[config.mk]
export PLATFORM = sky130hd
export DESIGN_NAME = regfile_write_arbiter_flat
export DESIGN_NICKNAME = d
export VERILOG_FILES = /design/src/rtl/regfile_write_arbiter_if.sv /design/src/rtl/regfile_write_arbiter.sv /design/src/flat_wrapper.sv
export SDC_FILE = /design/constraint.sdc
export NUM_CORES = 1
export LEC_CHECK = 0
export CORE_MARGIN = 5
export CORE_UTILIZATION = 52
export DETAILED_ROUTE_END_ITERATION = 12
export GPL_TIMING_DRIVEN = 0
export PLACE_DENSITY_LB_ADDON = 0.25
export SYNTH_ARGS = -nofsm -noshare
export SYNTH_HDL_FRONTEND = slang
export SYNTH_SLANG_ARGS = --single-unit
[constraint.sdc]
create_clock -name clk -period 3.6 [get_ports clk]
set_input_delay 0.72 -clock clk [delete_from_list [all_inputs] [get_ports clk]]
set_output_delay 0.72 -clock clk [all_outputs]
set_load 0.03 [all_outputs]
[src/rtl/regfile_write_arbiter_if.sv]
// Bundle of every request, status and register-file write signal that
// crosses the arbiter boundary; the arbiter sits on the slave side.
interface regfile_write_arbiter_if;
  logic        wb_we;
  logic [4:0]  wb_waddr;
  logic [31:0] wb_wdata;
  logic        trap_req;
  logic [31:0] trap_data;
  logic        trap_busy;
  logic        uart_signal;
  logic        uart_flag;
  logic [7:0]  uart_rx_data;
  logic        uart_full;
  logic        uart_overflow;
  logic        stall_req;
  logic        rf_we;
  logic [4:0]  rf_waddr;
  logic [31:0] rf_wdata;
  logic [1:0]  grant_src;

  modport master (
    output wb_we, wb_waddr, wb_wdata, trap_req, trap_data,
           uart_signal, uart_flag, uart_rx_data,
    input  trap_busy, uart_full, uart_overflow, stall_req,
           rf_we, rf_waddr, rf_wdata, grant_src
  );

  modport slave (
    input  wb_we, wb_waddr, wb_wdata, trap_req, trap_data,
           uart_signal, uart_flag, uart_rx_data,
    output trap_busy, uart_full, uart_overflow, stall_req,
           rf_we, rf_waddr, rf_wdata, grant_src
  );
endinterface

[src/rtl/regfile_write_arbiter.sv]
// Shares the single register-file write port between WB (absolute priority),
// a buffered trap save and a small UART byte FIFO, with starvation stall request.
module regfile_write_arbiter #(
  parameter int         FIFO_DEPTH   = 4,
  parameter logic [4:0] UART_REG0    = 5'd4,
  parameter logic [4:0] UART_REG1    = 5'd5,
  parameter logic [4:0] TRAP_REG     = 5'd26,
  parameter int         STARVE_LIMIT = 8
) (
  input  logic                    clk,
  input  logic                    reset,
  regfile_write_arbiter_if.slave  bus
);

  localparam int AW = (FIFO_DEPTH > 1) ? $clog2(FIFO_DEPTH) : 1;
  localparam int CW = AW + 1;
  localparam int SW = $clog2(STARVE_LIMIT + 1);
  localparam logic [CW-1:0] DEPTH_C = CW'(FIFO_DEPTH);
  localparam logic [SW-1:0] LIMIT_C = SW'(STARVE_LIMIT);

  typedef enum logic [1:0] {
    ST_IDLE  = 2'd0,
    ST_WAIT  = 2'd1,
    ST_FORCE = 2'd2
  } state_e;

  state_e        state_q;
  logic [SW-1:0] cnt_q;
  logic          stall_q;
  logic          trap_pend_q, trap_busy_q;
  logic [31:0]   trap_data_q;
  logic [8:0]    fifo_q [FIFO_DEPTH];
  logic [AW-1:0] rd_ptr_q, wr_ptr_q;
  logic [CW-1:0] count_q, count_d;
  logic          full_q, ovf_q;
  logic          rf_we_q;
  logic [4:0]    rf_waddr_q;
  logic [31:0]   rf_wdata_q;
  logic [1:0]    grant_q;

  logic          wb_win_s, grant_trap_s, grant_uart_s, any_grant_s;
  logic          fifo_empty_s, pending_s, blocked_s, capture_s, push_ok_s;
  logic          trap_pend_d, still_pending_s;
  logic [8:0]    head_s;
  logic [SW-1:0] cnt_inc_s;

  // A WB write to $0 is discarded, so it never claims the port.
  assign wb_win_s        = bus.wb_we && (bus.wb_waddr != 5'd0);
  assign fifo_empty_s    = (count_q == {CW{1'b0}});
  assign grant_trap_s    = !wb_win_s && trap_pend_q;
  assign grant_uart_s    = !wb_win_s && !trap_pend_q && !fifo_empty_s;
  assign any_grant_s     = grant_trap_s || grant_uart_s;
  assign pending_s       = trap_pend_q || !fifo_empty_s;
  assign blocked_s       = wb_win_s && pending_s;
  assign capture_s       = bus.trap_req && !trap_busy_q;
  assign push_ok_s       = bus.uart_signal && ((count_q != DEPTH_C) || grant_uart_s);
  assign trap_pend_d     = capture_s || (trap_pend_q && !grant_trap_s);
  assign still_pending_s = trap_pend_d || (count_d != {CW{1'b0}});
  assign head_s          = fifo_q[rd_ptr_q];
  assign cnt_inc_s       = cnt_q + SW'(1);

  // Next FIFO occupancy from the accepted push and the granted pop.
  always_comb begin
    count_d = count_q;
    if (push_ok_s && !grant_uart_s) begin
      count_d = count_q + CW'(1);
    end else if (grant_uart_s && !push_ok_s) begin
      count_d = count_q - CW'(1);
    end else begin
      count_d = count_q;
    end
  end

  // FIFO storage; pointers are reset separately so the array stays plain memory.
  always_ff @(posedge clk) begin
    if (push_ok_s) begin
      fifo_q[wr_ptr_q] <= {bus.uart_flag, bus.uart_rx_data};
    end
  end

  // FIFO pointers, occupancy, full and sticky overflow flags.
  always_ff @(posedge clk) begin
    if (reset) begin
      rd_ptr_q <= '0;
      wr_ptr_q <= '0;
      count_q  <= '0;
      full_q   <= 1'b0;
      ovf_q    <= 1'b0;
    end else begin
      if (push_ok_s)    wr_ptr_q <= wr_ptr_q + AW'(1);
      if (grant_uart_s) rd_ptr_q <= rd_ptr_q + AW'(1);
      count_q <= count_d;
      full_q  <= (count_d == DEPTH_C);
      ovf_q   <= ovf_q || (bus.uart_signal && !push_ok_s);
    end
  end

  // Trap save buffer; busy stays high through the cycle the save is on the port.
  always_ff @(posedge clk) begin
    if (reset) begin
      trap_pend_q <= 1'b0;
      trap_busy_q <= 1'b0;
      trap_data_q <= 32'd0;
    end else begin
      trap_pend_q <= trap_pend_d;
      trap_busy_q <= trap_pend_q || capture_s;
      if (capture_s) trap_data_q <= bus.trap_data;
    end
  end

  // Registered write port: WB, then trap, then UART.
  always_ff @(posedge clk) begin
    if (reset) begin
      rf_we_q    <= 1'b0;
      rf_waddr_q <= 5'd0;
      rf_wdata_q <= 32'd0;
      grant_q    <= 2'b00;
    end else if (wb_win_s) begin
      rf_we_q    <= 1'b1;
      rf_waddr_q <= bus.wb_waddr;
      rf_wdata_q <= bus.wb_wdata;
      grant_q    <= 2'b01;
    end else if (grant_trap_s) begin
      rf_we_q    <= 1'b1;
      rf_waddr_q <= TRAP_REG;
      rf_wdata_q <= trap_data_q;
      grant_q    <= 2'b10;
    end else if (grant_uart_s) begin
      rf_we_q    <= 1'b1;
      rf_waddr_q <= head_s[8] ? UART_REG1 : UART_REG0;
      rf_wdata_q <= {24'd0, head_s[7:0]};
      grant_q    <= 2'b11;
    end else begin
      rf_we_q    <= 1'b0;
      rf_waddr_q <= 5'd0;
      rf_wdata_q <= 32'd0;
      grant_q    <= 2'b00;
    end
  end

  // Starvation FSM: counts cycles a buffered write loses to WB, stalls at the limit.
  always_ff @(posedge clk) begin
    if (reset) begin
      state_q <= ST_IDLE;
      cnt_q   <= '0;
      stall_q <= 1'b0;
    end else begin
      case (state_q)
        ST_IDLE: begin
          if (blocked_s) begin
            cnt_q <= SW'(1);
            if (SW'(1) >= LIMIT_C) begin
              state_q <= ST_FORCE;
              stall_q <= 1'b1;
            end else begin
              state_q <= ST_WAIT;
            end
          end
        end
        ST_WAIT: begin
          if (any_grant_s) begin
            cnt_q   <= '0;
            state_q <= still_pending_s ? ST_WAIT : ST_IDLE;
          end else if (blocked_s) begin
            cnt_q <= cnt_inc_s;
            if (cnt_inc_s >= LIMIT_C) begin
              state_q <= ST_FORCE;
              stall_q <= 1'b1;
            end
          end else if (!pending_s) begin
            cnt_q   <= '0;
            state_q <= ST_IDLE;
          end
        end
        ST_FORCE: begin
          if (any_grant_s) begin
            cnt_q   <= '0;
            stall_q <= 1'b0;
            state_q <= still_pending_s ? ST_WAIT : ST_IDLE;
          end else if (!pending_s) begin
            cnt_q   <= '0;
            stall_q <= 1'b0;
            state_q <= ST_IDLE;
          end
        end
        default: begin
          state_q <= ST_IDLE;
          cnt_q   <= '0;
          stall_q <= 1'b0;
        end
      endcase
    end
  end

  assign bus.rf_we         = rf_we_q;
  assign bus.rf_waddr      = rf_waddr_q;
  assign bus.rf_wdata      = rf_wdata_q;
  assign bus.grant_src     = grant_q;
  assign bus.trap_busy     = trap_busy_q;
  assign bus.uart_full     = full_q;
  assign bus.uart_overflow = ovf_q;
  assign bus.stall_req     = stall_q;

endmodule

[src/flat_wrapper.sv]
// flat-port wrapper written by rule: the top's interface ports become plain ports
module regfile_write_arbiter_flat 
#(
  parameter int         FIFO_DEPTH   = 4,
  parameter logic [4:0] UART_REG0    = 5'd4,
  parameter logic [4:0] UART_REG1    = 5'd5,
  parameter logic [4:0] TRAP_REG     = 5'd26,
  parameter int         STARVE_LIMIT = 8
)
  (clk, reset, bus_wb_we, bus_wb_waddr, bus_wb_wdata, bus_trap_req, bus_trap_data, bus_uart_signal, bus_uart_flag, bus_uart_rx_data, bus_trap_busy, bus_uart_full, bus_uart_overflow, bus_stall_req, bus_rf_we, bus_rf_waddr, bus_rf_wdata, bus_grant_src);
  regfile_write_arbiter_if bus_i ();
  input  logic clk;
  input  logic reset;
  input wire logic [$bits(bus_i.wb_we)-1:0] bus_wb_we;
  input wire logic [$bits(bus_i.wb_waddr)-1:0] bus_wb_waddr;
  input wire logic [$bits(bus_i.wb_wdata)-1:0] bus_wb_wdata;
  input wire logic [$bits(bus_i.trap_req)-1:0] bus_trap_req;
  input wire logic [$bits(bus_i.trap_data)-1:0] bus_trap_data;
  input wire logic [$bits(bus_i.uart_signal)-1:0] bus_uart_signal;
  input wire logic [$bits(bus_i.uart_flag)-1:0] bus_uart_flag;
  input wire logic [$bits(bus_i.uart_rx_data)-1:0] bus_uart_rx_data;
  output wire logic [$bits(bus_i.trap_busy)-1:0] bus_trap_busy;
  output wire logic [$bits(bus_i.uart_full)-1:0] bus_uart_full;
  output wire logic [$bits(bus_i.uart_overflow)-1:0] bus_uart_overflow;
  output wire logic [$bits(bus_i.stall_req)-1:0] bus_stall_req;
  output wire logic [$bits(bus_i.rf_we)-1:0] bus_rf_we;
  output wire logic [$bits(bus_i.rf_waddr)-1:0] bus_rf_waddr;
  output wire logic [$bits(bus_i.rf_wdata)-1:0] bus_rf_wdata;
  output wire logic [$bits(bus_i.grant_src)-1:0] bus_grant_src;
  assign bus_i.wb_we = bus_wb_we;
  assign bus_i.wb_waddr = bus_wb_waddr;
  assign bus_i.wb_wdata = bus_wb_wdata;
  assign bus_i.trap_req = bus_trap_req;
  assign bus_i.trap_data = bus_trap_data;
  assign bus_i.uart_signal = bus_uart_signal;
  assign bus_i.uart_flag = bus_uart_flag;
  assign bus_i.uart_rx_data = bus_uart_rx_data;
  assign bus_trap_busy = bus_i.trap_busy;
  assign bus_uart_full = bus_i.uart_full;
  assign bus_uart_overflow = bus_i.uart_overflow;
  assign bus_stall_req = bus_i.stall_req;
  assign bus_rf_we = bus_i.rf_we;
  assign bus_rf_waddr = bus_i.rf_waddr;
  assign bus_rf_wdata = bus_i.rf_wdata;
  assign bus_grant_src = bus_i.grant_src;
  regfile_write_arbiter #(.FIFO_DEPTH(FIFO_DEPTH), .UART_REG0(UART_REG0), .UART_REG1(UART_REG1), .TRAP_REG(TRAP_REG), .STARVE_LIMIT(STARVE_LIMIT)) u_core (.clk(clk), .reset(reset), .bus(bus_i));
endmodule
==> flow_summary_export.csv, run 1 <==
group,metric,value,unit
outcome,outcome,"finished clean",
synth,syn_inst,495,
global_route,grt_antenna_before_repair,0,
flow_run,cap_violations,0,
min_path,min-delay-start,"u_core.trap_data_q[23]",
routing,vias,4248,
clock_network,tritoncts,"built",
sta,setup_viol,0,
placement,hpwl,9.59,mm
synth,async_flop_share,0,%
placement,dp_cells,748,
clock_network,numClockSinks,128,
sta,skew,0.00928,ns
setup_path,crit_required,3.74,ns
sta,rsz0062_at_grt,"no",
power,p_sw_share,29.5,%
cells_and_area,area_growth,39.7,%
placement,dpl_cell_area,0.00639,mm2
global_route,grt_pass1_wl,21.1,mm
setup_path,worstPathArrival,3.08,ns
cells_and_area,fin_nets,729,
setup_path,cp_cell_sequence,"inv_1 > ha_1 > nand2b_1 > and4b_1 > clkbuf_1 > o21ai_2 > nor2_1",
setup_path,worst_path_largest_cell_delay,0.72,ns
power,ir_worst_vdd,399,uV
synth,synth-main-ff-cell,"dfxtp_1",
routing,first_pass_iters,5,
power,pwr-share-seq,39.6,%
die,dieArea,0.0117,mm2
clock_network,cts_buffers,17,
power,fin_total_pwr,4260,uW
setup_path,reg2reg_slack,0.67,ns
routing,vias_per_cell,5.45,
sta,finalMaxSlewViolations,0,
sta,period_minus_slack,2.93,ns
routing,drtIter0Drc,238,
routing,wl_per_cell,17.3,um
synth,synth_top_area_share,36.9,%
sta,max-slew-margin-rel,40.5,%
die,initial_utilization,53.7,%
sta,fmax,0.341,GHz
cells_and_area,finalInstanceArea,0.00697,mm2
clock_network,holdBufCountCts,0,
setup_path,crit_slowest_cell,"nor2_1",
min_path,min_path_cells,2,
setup_path,startpoint_type,"register",
synth,synth_area_per_cell,10.1,um2
setup_path,reg2reg_from,"u_core.count_q[0]",
setup_path,reg2reg_depth,7,
sta,setup_ws,0.666,ns
power,comb_power_share,21.6,%
synth,synth_warnings,0,
clock_network,cts.repair.resized,0,
die,rows,35,
power,p_sw,1260,uW
min_path,hold_class,"reg2reg",
setup_path,cp-end-kind,"register",
synth,synth-seq-area-share,58.6,%
die,dieWidth,108,um
synth,synth.top_cells.by_area,"dfxtp_1, edfxtp_1, nand2_1",
global_route,track_usage,23.5,%
clock_network,clk_latency,0.52,ns
power,p_int,3000,uW
cells_and_area,drive_gt1_share,8.76,%
placement,routabilityCongestion,0.862,
setup_path,r2r_end,"u_core.fifo_q[0][0]",
global_route,grt_pass1_vias,4209,
power,pwr-share-clk,38.7,%
synth,synth_edf_count,36,
synth,ys_ff_latch,128,
die,core,0.00928,mm2
setup_path,critPathKind,"reg2reg",
synth,syn-cell-area,0.00499,mm2
cells_and_area,finalNonFillerCells,780,
clock_network,cts_root_buf,"clkbuf_8",
sta,finalSetupTns,0,ns
die,io_pins,127,
clock_network,clkTransAtPathRegs,0.06,ns
routing,post-route-drc-count,0,
routing,ant_nets,0,
cells_and_area,layout_common_cells,"clkdlybuf4s50_1, nand2_1, dfxtp_1, a21oi_1",
sta,worst_slew_pin_slew,0.889,ns
power,powerDensity,611,mW/mm2
clock_network,clock_path_buffers,2,
sta,finalHoldViolations,0,
setup_path,cp_max_fo,9,
cells_and_area,antenna_cells,0,
power,p_leak,0.00252,uW
placement,numPortBuffers,124,
die,die_h,108,um
global_route,grt-ovfl-total,0,
routing,wirelength,13.5,mm
global_route,grt_max_degree,17,
clock_network,htree_levels,4,
placement,dp_slack,0.306,ns
synth,syn_nets,586,
synth,synth_cell_types,42,
sta,fin_crit_sh,81.5,%
min_path,min_to,"u_core.trap_data_q[23]",
cells_and_area,layout_commonest_cell,"clkdlybuf4s50_1",
clock_network,post_cts_buffers,0,
synth,yosysTopAreaCell,"dfxtp_1",
[critical path: cells and delay by family (launching register included)]
family / cells / cell delay, ns
compound gates: 1 / 0.19
flops: 1 / 0.46
fa+ha+maj: 1 / 0.28
simple gates: 3 / 1.14
buf+inv: 2 / 0.49
[state kept, by name (all words and copies together), names as in the netlist, named ones only]
name	flops
u_core.bus.stall_req	1
u_core.bus.uart_full	1
u_core.bus.rf_wdata	32
u_core.count_q	3
u_core.wr_ptr_q	2
u_core.trap_pend_q	1
u_core.bus.uart_overflow	1
u_core.trap_data_q	32
u_core.cnt_q	4
u_core.bus.trap_busy	1
u_core.bus.grant_src	2
u_core.state_q	2
u_core.bus.rf_waddr	5
u_core.rd_ptr_q	2
u_core.fifo_q	36
u_core.bus.rf_we	1
[worst max-delay path by stage]
| stage | start | to | slack [ns] |
|---|---|---|---|
| 6_report | u_core.count_q[0] | u_core.fifo_q[0][0] | 0.67 |
| 5_1_grt | u_core.count_q[0] | u_core.fifo_q[2][2] | 0.41 |
| 4_1_cts | u_core.count_q[0] | u_core.fifo_q[0][2] | 0.67 |
| 3_5_place_dp | bus_wb_waddr[0] | u_core.fifo_q[2][5] | 0.31 |
| 3_3_place_gp | bus_wb_waddr[0] | u_core.fifo_q[2][5] | 0.34 |
| 2_1_floorplan | bus_wb_waddr[0] | u_core.fifo_q[0][0] | 1.24 |
[cells by family after synthesis]
logic type      share of synthesized area, %
mux                                     4.96
simple gates                            17.1
fa+ha+maj                               2.01
flops                                   58.6
xor+xnor                                1.23
compound gates                          12.3
buf+inv                                 3.84
[metrics by stage]
step	util, %	hold WS [ns]
after CTS	75.1	0.458
after global routing	75.1	0.481
after detailed placement	68.9	0.448
final	75.1	0.458
after global placement	68.9	0.442
after floorplan	-	0.436
[cell usage after synthesis, drive strengths merged (2+ instances only)]
| cell | n |
|---|---|
| or3 | 3 |
| a21oi | 68 |
| xnor2 | 6 |
| o21a | 2 |
| mux4 | 9 |
| nand3 | 33 |
| buf | 8 |
| edfxtp | 36 |
| inv | 11 |
| a31oi | 3 |
| ha | 8 |
| o311a | 2 |
| mux2i | 3 |
| a211oi | 2 |
| or2 | 2 |
| nor3 | 14 |
| dfxtp | 92 |
| a221oi | 8 |
| o21ai | 7 |
| nand2b | 3 |
| nor2 | 36 |
| clkbuf | 28 |
| nand2 | 98 |
| nor2b | 2 |
[routing by layer]
metal  up-vias  routed length (um)  global-route usage [%]
met3        30                 992                    6.03
met2       195                6960                    41.7
met4         0                 323                    9.56
met5         -                   0                       0
li1       2014                   -                       -
met1      2009                5180                    26.9
[layout make-up]
type                            count  area, um2
Fill cell                         608       2310
Clock inverter                     14        159
Multi-Input combinational cell    320       1880
Clock buffer                       18        418
Tap cell                          129        161
Sequential cell                   128       2920
Inverter                           11       41.3
Buffer                             36        150
Timing Repair Buffer              124       1240
[power groups by stage]
stage / Sequential, uW / Clock, uW / Combinational [uW]
CTS: 1690 / 1660 / 919
global route: 1700 / 1740 / 1000
global placement: 1700 / 0 / 875
floorplan: 1780 / 0 / 513
finish: 1690 / 1650 / 921
detailed placement: 1710 / 0 / 907
Power figures use the tool's default switching activity.
==> inputs of run 2 (changes only) <==
--- a/config.mk
+++ b/config.mk
@@ -6,7 +6,7 @@
 export NUM_CORES = 1
 export LEC_CHECK = 0
 export CORE_MARGIN = 5
-export CORE_UTILIZATION = 52
+export CORE_UTILIZATION = 49
 export DETAILED_ROUTE_END_ITERATION = 12
 export GPL_TIMING_DRIVEN = 0
 export PLACE_DENSITY_LB_ADDON = 0.25
==> constraint.sdc (replaced) <==
create_clock -name clk -period 3 [get_ports clk]
set_input_delay 0.6 -clock clk [delete_from_list [all_inputs] [get_ports clk]]
set_output_delay 0.6 -clock clk [all_outputs]
set_load 0.03 [all_outputs]
==> run 2 against run 1 <==
Worst setup slack lost 0.39 ns. Clock skew is 0.0014 ns lower. Largest cell class unchanged. Sequential power grew 20%. Sequential share of layout area shrank 0.11 points. Die area is 5.5% higher. Cell count rose by 0.51%. Flip-flop and latch count stayed put. Final area rose by 0.25%. Global-route usage decreased by 1.4 points. Combinational power increased by 19%.
==> flow_summary_export.csv, run 2 (synthesized netlist as in run 1, its figures left out) <==
group,metric,value,unit
outcome,outcome,"finished clean",
global_route,grt_max_degree,17,
setup_path,cp-end-kind,"register",
routing,wirelength,13.3,mm
global_route,busiest_layer,"met2",
sta,finalHoldViolations,0,
routing,drtIter0Drc,233,
routing,vias,4210,
routing,ant_nets,0,
cells_and_area,largest_reg_flops,36,
power,p_leak,0.00253,uW
clock_network,clock_path_buffers,2,
cells_and_area,layout_commonest_cell,"clkdlybuf4s50_1",
global_route,grt-ovfl-total,0,
sta,worst_slew_pin_slew,0.604,ns
die,initial_utilization,50.6,%
placement,hpwl,9.61,mm
routing,first_pass_iters,5,
global_route,met3_usage,7.15,%
power,p_int,3700,uW
min_path,min-delay-start,"bus_wb_we",
power,p_sw_share,28.2,%
setup_path,cp_top_family,"simple AND/OR/NAND/NOR gates",
clock_network,clkTransAtPathRegs,0.05,ns
die,core,0.00986,mm2
clock_network,cts_root_buf,"clkbuf_8",
setup_path,crit_buf_inv,2,
die,die_h,111,um
flow_run,cap_violations,0,
cells_and_area,largest-register,"u_core.fifo_q",
cells_and_area,fill_cells,727,
sta,hold_ws,0.408,ns
sta,fmax,0.367,GHz
global_route,grt_pass1_wl,21.6,mm
routing,wl_per_cell,17.0,um
setup_path,cp_cell_sequence,"inv_1 > ha_1 > nand2b_1 > and4b_1 > clkbuf_1 > o21ai_2 > nor2_2",
cells_and_area,layout_common_cells,"clkdlybuf4s50_1, nand2_1, dfxtp_1, a21oi_1, edfxtp_1",
power,p_sw,1450,uW
power,pwr-share-clk,39.3,%
die,dieArea,0.0123,mm2
sta,skew,0.00792,ns
die,dieWidth,111,um
power,ir_worst_vdd,494,uV
clock_network,cts_buffers,17,
global_route,grt_antenna_before_repair,0,
min_path,hold_class,"in2reg",
power,comb_power_share,21.4,%
routing,post-route-drc-count,0,
die,io_pins,127,
setup_path,reg2reg_slack,0.28,ns
cells_and_area,drive_gt1_share,8.91,%
clock_network,htree_levels,4,
cells_and_area,area_growth,40.0,%
setup_path,startpoint_type,"register",
setup_path,critPathLaunch,"u_core.count_q[0]",
global_route,gr-usage-met2,38.1,%
sta,finalMaxSlewViolations,0,
power,pwr-share-seq,39.2,%
global_route,grtUsageMet1,25.5,%
die,rows,36,
sta,max-slew-margin-rel,59.8,%
sta,setup_viol,0,
cells_and_area,antenna_cells,0,
power,powerDensity,737,mW/mm2
placement,routabilityCongestion,0.859,
setup_path,crit_required,3.16,ns
sta,fin_crit_sh,90.8,%
clock_network,numClockSinks,128,
placement,numPortBuffers,124,
setup_path,cp_max_fo,9,
clock_network,clk_latency,0.53,ns
cells_and_area,fin_nets,729,
setup_path,crit_slowest_cell,"nor2_2",
placement,dp_cells,752,
cells_and_area,finalNonFillerCells,784,
global_route,track_usage,22.1,%
setup_path,critPathKind,"reg2reg",
clock_network,tritoncts,"built",
routing,vias_per_cell,5.37,
setup_path,worst_path_largest_cell_delay,0.48,ns
sta,period_minus_slack,2.72,ns
sta,rsz0062_at_grt,"no",
setup_path,worstPathArrival,2.89,ns
clock_network,holdBufCountCts,0,
global_route,grt_pass1_vias,4238,
setup_path,reg2reg_from,"u_core.count_q[0]",
run 2: changes by cell type in the layout (fill, tap and decap cells not counted), sizes merged:
cell | before | now
clkbuf | 46 | 50
clkinv | 3 | 1
clkinvlp | 5 | 3
inv | 15 | 14
bufinv | 2 | 3
run 2: worst paths after layout:
check,end,cells past startpoint
setup / recovery,u_core.fifo_q[0][7],7
hold / removal,u_core.bus.rf_waddr[1],3
setup reg to reg,u_core.fifo_q[0][7],7
hold reg to reg,u_core.trap_data_q[0],2
run 2: cell type report:
cell class	instances	area [um2]	share of cell area, %
buffer	36	150	2.15
clock buffer	22	443	6.34
clock inverter	10	136	1.95
inverter	11	41.3	0.591
multi-input combinational	320	1890	27.0
sequential	128	2920	41.8
tap	133	166	2.38
timing repair buffer	124	1240	17.8
run 2: power groups by stage:
stage	logic, uW	clock network, uW	registers [uW]
after global routing	1200	2130	2040
after global placement	1060	0	2050
after floorplan	615	0	2140
final	1100	2030	2020
after CTS	1100	2040	2020
after detailed placement	1090	0	2050
run 2: per-stage QoR:
step                TNS [ns]  area (um2)  total power (uW)  worst slack [ns]  utilization (%)
finish                     0        6990              5150             0.276             70.8
global route               0        6990              5360            0.0606             70.8
detailed placement     -6.12        6400              3140            -0.189             64.9
CTS                        0        6980              5160            0.0292             70.7
global placement       -5.22        6400              3100            -0.149             64.9
floorplan                  0        4990              2750             0.675                -
run 2: layer usage:
| metal | vias up | part of all wire [%] |
|---|---|---|
| met5 | - | 0 |
| met4 | 0 | 2.2 |
| met3 | 25 | 6.5 |
| met2 | 151 | 50 |
| met1 | 2025 | 41 |
| li1 | 2009 | - |
run 2: repair_timing:
action	in CTS	in global routing
hold endpoints to repair	0	0
setup buffers	0	0
gates resized for setup	0	4
setup endpoints to repair	0	36
run 2: worst register-to-register path: cells and delay by family (launching register included):
kind            cells  cell delay [ns]
flops               1             0.45
compound gates      1             0.21
fa+ha+maj           1             0.28
simple gates        3             0.92
buf+inv             2             0.50
==> inputs of run 3 (changes only) <==
--- a/config.mk
+++ b/config.mk
@@ -7,6 +7,7 @@
 export LEC_CHECK = 0
 export CORE_MARGIN = 5
 export CORE_UTILIZATION = 49
+export CTS_CLUSTER_SIZE = 20
 export DETAILED_ROUTE_END_ITERATION = 12
 export GPL_TIMING_DRIVEN = 0
 export PLACE_DENSITY_LB_ADDON = 0.25
==> results of run 3 <==
Same layout as run 2: the final DEF is identical, and so are final timing and power.
